[config.mk]
export PLATFORM = sky130hd
export DESIGN_NAME = clkdiv_ratio_monitor
export DESIGN_NICKNAME = d
export VERILOG_FILES = /design/src/rtl/clkdiv_ratio_monitor.sv
export SDC_FILE = /design/constraint.sdc
export NUM_CORES = 1
export LEC_CHECK = 0
export ABC_AREA = 1
export BUFFER_PORTS_ARGS = -buffer_cell sky130_fd_sc_hd__clkbuf_2
export CAP_MARGIN = 20
export CORE_ASPECT_RATIO = 0.8
export CORE_MARGIN = 2
export CORE_UTILIZATION = 60
export CTS_CLUSTER_DIAMETER = 200
export DETAILED_ROUTE_END_ITERATION = 10
export PLACE_DENSITY_LB_ADDON = 0.08
export SYNTH_ARGS = -nofsm -noshare
export SYNTH_HDL_FRONTEND = slang
export SYNTH_SLANG_ARGS = --single-unit
[constraint.sdc]
create_clock -name clkin_i -period 3.91 [get_ports clkin_i]
set_input_delay 0.5865 -clock clkin_i [delete_from_list [all_inputs] [get_ports clkin_i]]
set_output_delay 0.5865 -clock clkin_i [all_outputs]
set_load 0.01 [all_outputs]
[src/rtl/clkdiv_ratio_monitor.sv]
// clkdiv_ratio_monitor
// Self-check for a programmable clock divider. clk_mon_i is sampled as data
// in the clkin_i domain. Each rising-edge period is measured in clkin_i cycles.
// The monitor locks after LOCK_COUNT equal periods and then reports the ratio,
// any mismatch against expected_div_i, and loss of the divided clock.
//
// Optional feature: define CLKMON_DUTY_CHECK_EN to enable the high-time
// (duty) check. Without the macro, duty_err_o is tied low.
//
// state      | meaning
// -----------+---------------------------------------------------------------
// ST_IDLE    | monitor disabled or just enabled, nothing tracked
// ST_SEEK    | waiting for the first rising edge, no period available yet
// ST_MEASURE | collecting consecutive equal periods toward lock
// ST_LOCKED  | measured_div_o valid and stable
// ST_LOST    | no rising edge for 31 cycles (dead_o high)

module clkdiv_ratio_monitor #(
    parameter int unsigned LOCK_COUNT = 4
) (
    input  logic       clkin_i,
    input  logic       rstn_i,
    input  logic       clk_mon_i,
    input  logic       enable_i,
    input  logic [3:0] expected_div_i,
    output logic [3:0] measured_div_o,
    output logic       locked_o,
    output logic       mismatch_o,
    output logic       dead_o,
    output logic       duty_err_o
);

    typedef enum logic [2:0] {
        ST_IDLE,
        ST_SEEK,
        ST_MEASURE,
        ST_LOCKED,
        ST_LOST
    } state_t;

    localparam logic [3:0] LOCK_CNT = 4'(LOCK_COUNT);

    state_t     state_q, state_d;
    logic [2:0] sync_q;
    logic [4:0] period_cnt_q, period_cnt_d;
    logic [3:0] last_p_q, last_p_d;
    logic [3:0] match_cnt_q, match_cnt_d;
    logic [3:0] match_inc;
    logic [3:0] measured_div_q, measured_div_d;
    logic       mismatch_q, mismatch_d;
    logic       mon_rise;
    logic       timeout;
    logic       period_ok;

    // sync_q[1] is the synchronized level, and sync_q[2] is its one-cycle-old copy.
    assign mon_rise  = sync_q[1] & ~sync_q[2];
    assign timeout   = (period_cnt_q == 5'd31);
    assign period_ok = (period_cnt_q >= 5'd2) && (period_cnt_q <= 5'd15);

    // Synchronizer and edge-history flops. They keep sampling even while disabled.
    always_ff @(posedge clkin_i or negedge rstn_i) begin
        if (!rstn_i) sync_q <= 3'b000;
        else         sync_q <= {sync_q[1:0], clk_mon_i};
    end

    // Main state and measurement registers.
    always_ff @(posedge clkin_i or negedge rstn_i) begin
        if (!rstn_i) begin
            state_q        <= ST_IDLE;
            period_cnt_q   <= 5'd0;
            last_p_q       <= 4'd0;
            match_cnt_q    <= 4'd0;
            measured_div_q <= 4'd0;
            mismatch_q     <= 1'b0;
        end else begin
            state_q        <= state_d;
            period_cnt_q   <= period_cnt_d;
            last_p_q       <= last_p_d;
            match_cnt_q    <= match_cnt_d;
            measured_div_q <= measured_div_d;
            mismatch_q     <= mismatch_d;
        end
    end

    // Next-state logic: period counter, lock tracking and state transitions.
    always_comb begin
        state_d        = state_q;
        period_cnt_d   = period_cnt_q;
        last_p_d       = last_p_q;
        match_cnt_d    = match_cnt_q;
        measured_div_d = measured_div_q;
        match_inc      = match_cnt_q + 4'd1;
        if (!enable_i) begin
            state_d        = ST_IDLE;
            period_cnt_d   = 5'd0;
            last_p_d       = 4'd0;
            match_cnt_d    = 4'd0;
            measured_div_d = 4'd0;
        end else begin
            if (mon_rise)     period_cnt_d = 5'd1;
            else if (!timeout) period_cnt_d = period_cnt_q + 5'd1;

            unique case (state_q)
                ST_IDLE: state_d = ST_SEEK;
                ST_SEEK: begin
                    if (mon_rise) begin
                        state_d     = ST_MEASURE;
                        last_p_d    = 4'd0;
                        match_cnt_d = 4'd0;
                    end else if (timeout) begin
                        state_d = ST_LOST;
                    end
                end
                ST_MEASURE: begin
                    if (mon_rise) begin
                        if (period_ok) begin
                            if (period_cnt_q[3:0] == last_p_q) begin
                                match_cnt_d = match_inc;
                            end else begin
                                last_p_d    = period_cnt_q[3:0];
                                match_cnt_d = 4'd1;
                            end
                            if (match_cnt_d == LOCK_CNT) begin
                                state_d        = ST_LOCKED;
                                measured_div_d = period_cnt_q[3:0];
                            end
                        end else begin
                            match_cnt_d = 4'd0;
                        end
                    end else if (timeout) begin
                        state_d = ST_LOST;
                    end
                end
                ST_LOCKED: begin
                    if (mon_rise) begin
                        if ({1'b0, measured_div_q} != period_cnt_q) begin
                            state_d     = ST_MEASURE;
                            last_p_d    = period_ok ? period_cnt_q[3:0] : 4'd0;
                            match_cnt_d = period_ok ? 4'd1 : 4'd0;
                        end
                    end else if (timeout) begin
                        state_d = ST_LOST;
                    end
                end
                ST_LOST: begin
                    if (mon_rise) begin
                        state_d     = ST_MEASURE;
                        last_p_d    = 4'd0;
                        match_cnt_d = 4'd0;
                    end
                end
                default: state_d = ST_IDLE;
            endcase
        end
    end

    // The mismatch output is one cycle behind locked and expected_div_i.
    assign mismatch_d = enable_i && (state_q == ST_LOCKED) && (measured_div_q != expected_div_i);

    assign measured_div_o = measured_div_q;
    assign locked_o       = (state_q == ST_LOCKED);
    assign dead_o         = (state_q == ST_LOST);
    assign mismatch_o     = mismatch_q;

`ifdef CLKMON_DUTY_CHECK_EN
    logic [3:0] high_cnt_q, high_cnt_d;
    logic       duty_err_q, duty_err_d;
    logic [4:0] half_up;
    logic       duty_ok;

    // high_cnt counts the edge cycle itself, so the value held at the next edge
    // equals the number of high cycles in the period just ended.
    assign half_up = ({1'b0, measured_div_q} + 5'd1) >> 1;
    assign duty_ok = (high_cnt_q == (measured_div_q >> 1)) || ({1'b0, high_cnt_q} == half_up);

    // Duty-check registers.
    always_ff @(posedge clkin_i or negedge rstn_i) begin
        if (!rstn_i) begin
            high_cnt_q <= 4'd0;
            duty_err_q <= 1'b0;
        end else begin
            high_cnt_q <= high_cnt_d;
            duty_err_q <= duty_err_d;
        end
    end

    // Update the high-time counter and the sticky error flag.
    always_comb begin
        high_cnt_d = high_cnt_q;
        duty_err_d = duty_err_q;
        if (!enable_i) begin
            high_cnt_d = 4'd0;
            duty_err_d = 1'b0;
        end else begin
            if (mon_rise)                             high_cnt_d = 4'd1;
            else if (sync_q[1] && high_cnt_q != 4'hf) high_cnt_d = high_cnt_q + 4'd1;
            if (mon_rise && state_q == ST_LOCKED && !duty_ok) duty_err_d = 1'b1;
        end
    end

    assign duty_err_o = duty_err_q;
`else
    assign duty_err_o = 1'b0;
`endif

endmodule

==> summary.txt <==
Timing
  • Setup slack after layout: 1.92 ns
  • Final period utilization: 50.9%
  • Setup total negative slack: 0 ns
  • Final max-slew violation count: 0
  • Number of endpoints failing setup at the final stage: 0
  • Highest attainable clock frequency: 503 MHz
  • Number of failing hold endpoints at the final stage: 0
  • RSZ-0062 raised after global routing: false
  • Relative slew slack: between 60 and 70%
  • Max Clock Skew: 0.00321 ns
  • Transition time at the pin with the least slew margin: 0.596 ns
  • Period minus WS final: 1.99 ns

Clocking
  • Maximum buffer depth of the clock tree: 2
  • Count of H-tree levels built during CTS: 1
  • Post-CTS setup buffer count: 0
  • Clock Latency Late Sink: around 0.33 ns
  • Inserted Clock Buffers: 3
  • Hold buffer count at CTS: 0
  • TritonCTS clock tree: done
  • Worst-path clk slew: between 0.1 and 0.15 ns
  • Sinks on the clock net: 24
  • Number of instances resized during post-cts repair: 0
  • Root cell of the clock tree: clkbuf_4

Placed design
  • Port-buffer cells: 14
  • HPWL Detailed: between 2000 and 3000 microns
  • RePlAce Congestion: between 0.8 and 0.9
  • Count of placed standard cells including taps: 279
  • Placement Setup Slack: 1.94 ns

Pwr
  • Relative contribution of the clock network to total power: 27.3%
  • Power Total: 486 uW
  • Sequential Power Share: 54.9%
  • Combinational power share: 17.8%
  • Pleak: 0.000995 uW
  • Proportion of total power due to net switching: 29.6%
  • Peak supply drop: 0.167 mV
  • Total internal power: 342 uW
  • Pwr dens: 277 nW/um^2
  • Switch Pwr: 144 uW

Detailed routing
  • Post-detailed-route via-to-cell ratio: between 5 and 6
  • Number of nets with antenna violations after routing: 0
  • Avg WL per Cell: about 12 microns
  • Total wirelength of the detailed-routed design: 3340 microns
  • Vias: roughly 1.4k
  • First-pass iteration count of the detailed router: 7
  • Iteration-0 DRC count of the detailed router: 77
  • DRC: 0

Synth
  • Flip-flop cell with the highest count after synthesis: dfrtp_1
  • Mapped cell area: 1630 sq um
  • Synthesized net count: 246
  • Cell count after synthesis: 233
  • Cells taking the most area after synthesis: dfrtp_1, nand2_1, inv_1
  • Cell variety after synth: 34
  • Share of async-settable or async-resettable flops after synthesis: 100%
  • Number of storage elements in the synthesis netlist: 24
  • Post-synthesis sequential area ratio: between 30% and 40%
  • Synth top area share: 37.0%
  • Post-synthesis area per instance: 6.98 sq um
  • Total number of yosys warnings: 0
  • Number of enable-type register cells in the synthesized netlist: 0
  • Library cell with the largest summed area after synthesis: dfrtp_1

Global routing
  • Largest net degree at the start of global routing: 25
  • Leftover overflow at the end of global routing: 0
  • Number of antenna violations at the first check in global routing: 0
  • Vias in the first global route: around 1.3k
  • GRT Total Usage: 23.6%
  • Global-route wire length before repair: approximately 5800 microns

Floorplan
  • Height of the die: 50.6 microns
  • Number of I/O pins: 16
  • Initial core utilization: 65.0%
  • Area of the placeable core: between 2000 and 3000 sq um
  • Area of the die: roughly 3100 sq um
  • Die width: 62.2 microns
  • Num rows: 16

Min path
  • Worst hold path type: in -> async

Critical path
  • Critical Path Sink Type: flop
  • Crit path arrival time: 2.22 ns
  • Critical-path maximum fanout: 9
  • Family of cells with the greatest summed delay on the critical path: simple AND/OR/NAND/NOR gates
  • Internal reg-to-reg setup slack: 1.92 ns
  • Cell repeated most along the worst path: nand2_1
  • Crit path kind: reg -> reg
  • Critical path cell sequence: ha_1, inv_1, nor3_1, ha_1, nor2_1, nand2_1, nand2_2, inv_2, nand2_1, nand3_4, nand2_4, nand2_1, nand2_1
  • Worst R2R Start: period_cnt_q[1]
  • CP Data Required Time: 4.15 ns
  • Max stage delay on crit path: 0.51 ns
  • Reg2Reg Depth: 13
  • Worst path buffer plus inverter count: 2
  • Slowest stage cell on the critical path: dfrtp_1
  • Endpoint of the worst-slack reg-to-reg timing path: last_p_q[1]
  • Kind of launch point of the worst setup path: flop

Status
  • Run status: complete, no violations

Finish
  • Total Nets Final: 261
  • Syn-to-layout area delta: 8.08%
  • Share of the core filled with cells: 70.2%
  • Most frequent standard cell in the layout excluding fill and tap cells: nand2_1
  • Count of fill cells added during filler insertion: 209
  • Commonest cells after routing, fill and taps aside: nand2_1, inv_1, dfrtp_1
  • Ratio of cells with drive above 1 in the final layout: about 15%
  • Final instance count without filler cells: 283
  • Ant diodes: 0

Job
  • Maxcap violations: 0
cell families after synthesis:
logic type	Yosys count	synth area share, %
AOI/OAI and AO/OA	17	6.08
other	1	0.231
adders and majority gates	5	3.85
xor gates and xnor gates	5	2.69
buffers and inverters	42	10.2
and+or+nand+nor	139	40.0
DFF	24	37.0
worst reg2reg max path: stages (launching register included):
cell and delay, ns:
dfrtp_1 0.51, ha_1 0.23, inv_1 0.06, nor3_1 0.21
ha_1 0.20, nor2_1 0.04, nand2_1 0.09, nand2_2 0.09
inv_2 0.09, nand2_1 0.09, nand3_4 0.10, nand2_4 0.07
nand2_1 0.05, nand2_1 0.04
registers in the layout, summed over array words and instances (netlist names):
name	cells
last_p_q	4
match_cnt_q	4
measured_div_o	4
mismatch_o	1
period_cnt_q	5
state_q	3
sync_q	3
stage by stage:
| stage | hold WS (ns) | cell area [sq um] |
|---|---|---|
| finish | 0.236 | 1760 |
| detailed placement | 0.347 | 1720 |
| floorplan | 0.291 | 1630 |
| global placement | 0.332 | 1720 |
| global route | 0.286 | 1760 |
| CTS | 0.247 | 1760 |
power groups by stage:
stage | Clock [uW] | Combinational [uW] | Sequential, uW
floorplan | 0 | 67.0 | 269
global placement | 0 | 86.6 | 271
detailed placement | 0 | 86.7 | 271
CTS | 136 | 86.8 | 267
global route | 144 | 98.8 | 269
finish | 133 | 86.6 | 267
Yosys cell counts, drive strengths merged (2+ instances only):
cell type,instances
nor3,7
or2,3
nor2,22
ha,5
xnor2,5
a21oi,8
nand2,79
clkbuf,3
o21ai,5
inv,37
nand3,23
nand4,2
nand3b,2
dfrtp,24
area by class of cell:
type / instances / area, sq um / area share [%]
Timing Repair Buffer: 14 / 70.1 / 3.99
Tap cell: 36 / 45.0 / 2.56
Clock buffer: 4 / 36.3 / 2.07
Inverter: 38 / 146 / 8.33
Sequential cell: 24 / 601 / 34.2
Multi-Input combinational cell: 167 / 858 / 48.9
layer usage:
metal  GRT usage [%]  part of all wire, %
met5               0                    0
met1            36.2                   51
met3            5.38                  7.4
met2            34.8                   41
met4            3.33                 0.51
worst max-delay path by stage:
stage                         start         endpoint  slack (ns)  depth (start not counted)
floorplan           period_cnt_q[1]  period_cnt_q[0]        2.09                         10
global placement    period_cnt_q[1]      last_p_q[2]        2.02                         13
detailed placement  period_cnt_q[1]      last_p_q[0]        1.94                         13
CTS                 period_cnt_q[1]      last_p_q[0]        1.91                         13
global route        period_cnt_q[1]      last_p_q[1]        1.65                         13
finish              period_cnt_q[1]      last_p_q[1]        1.92                         13
(Power assumes the default switching activity.)
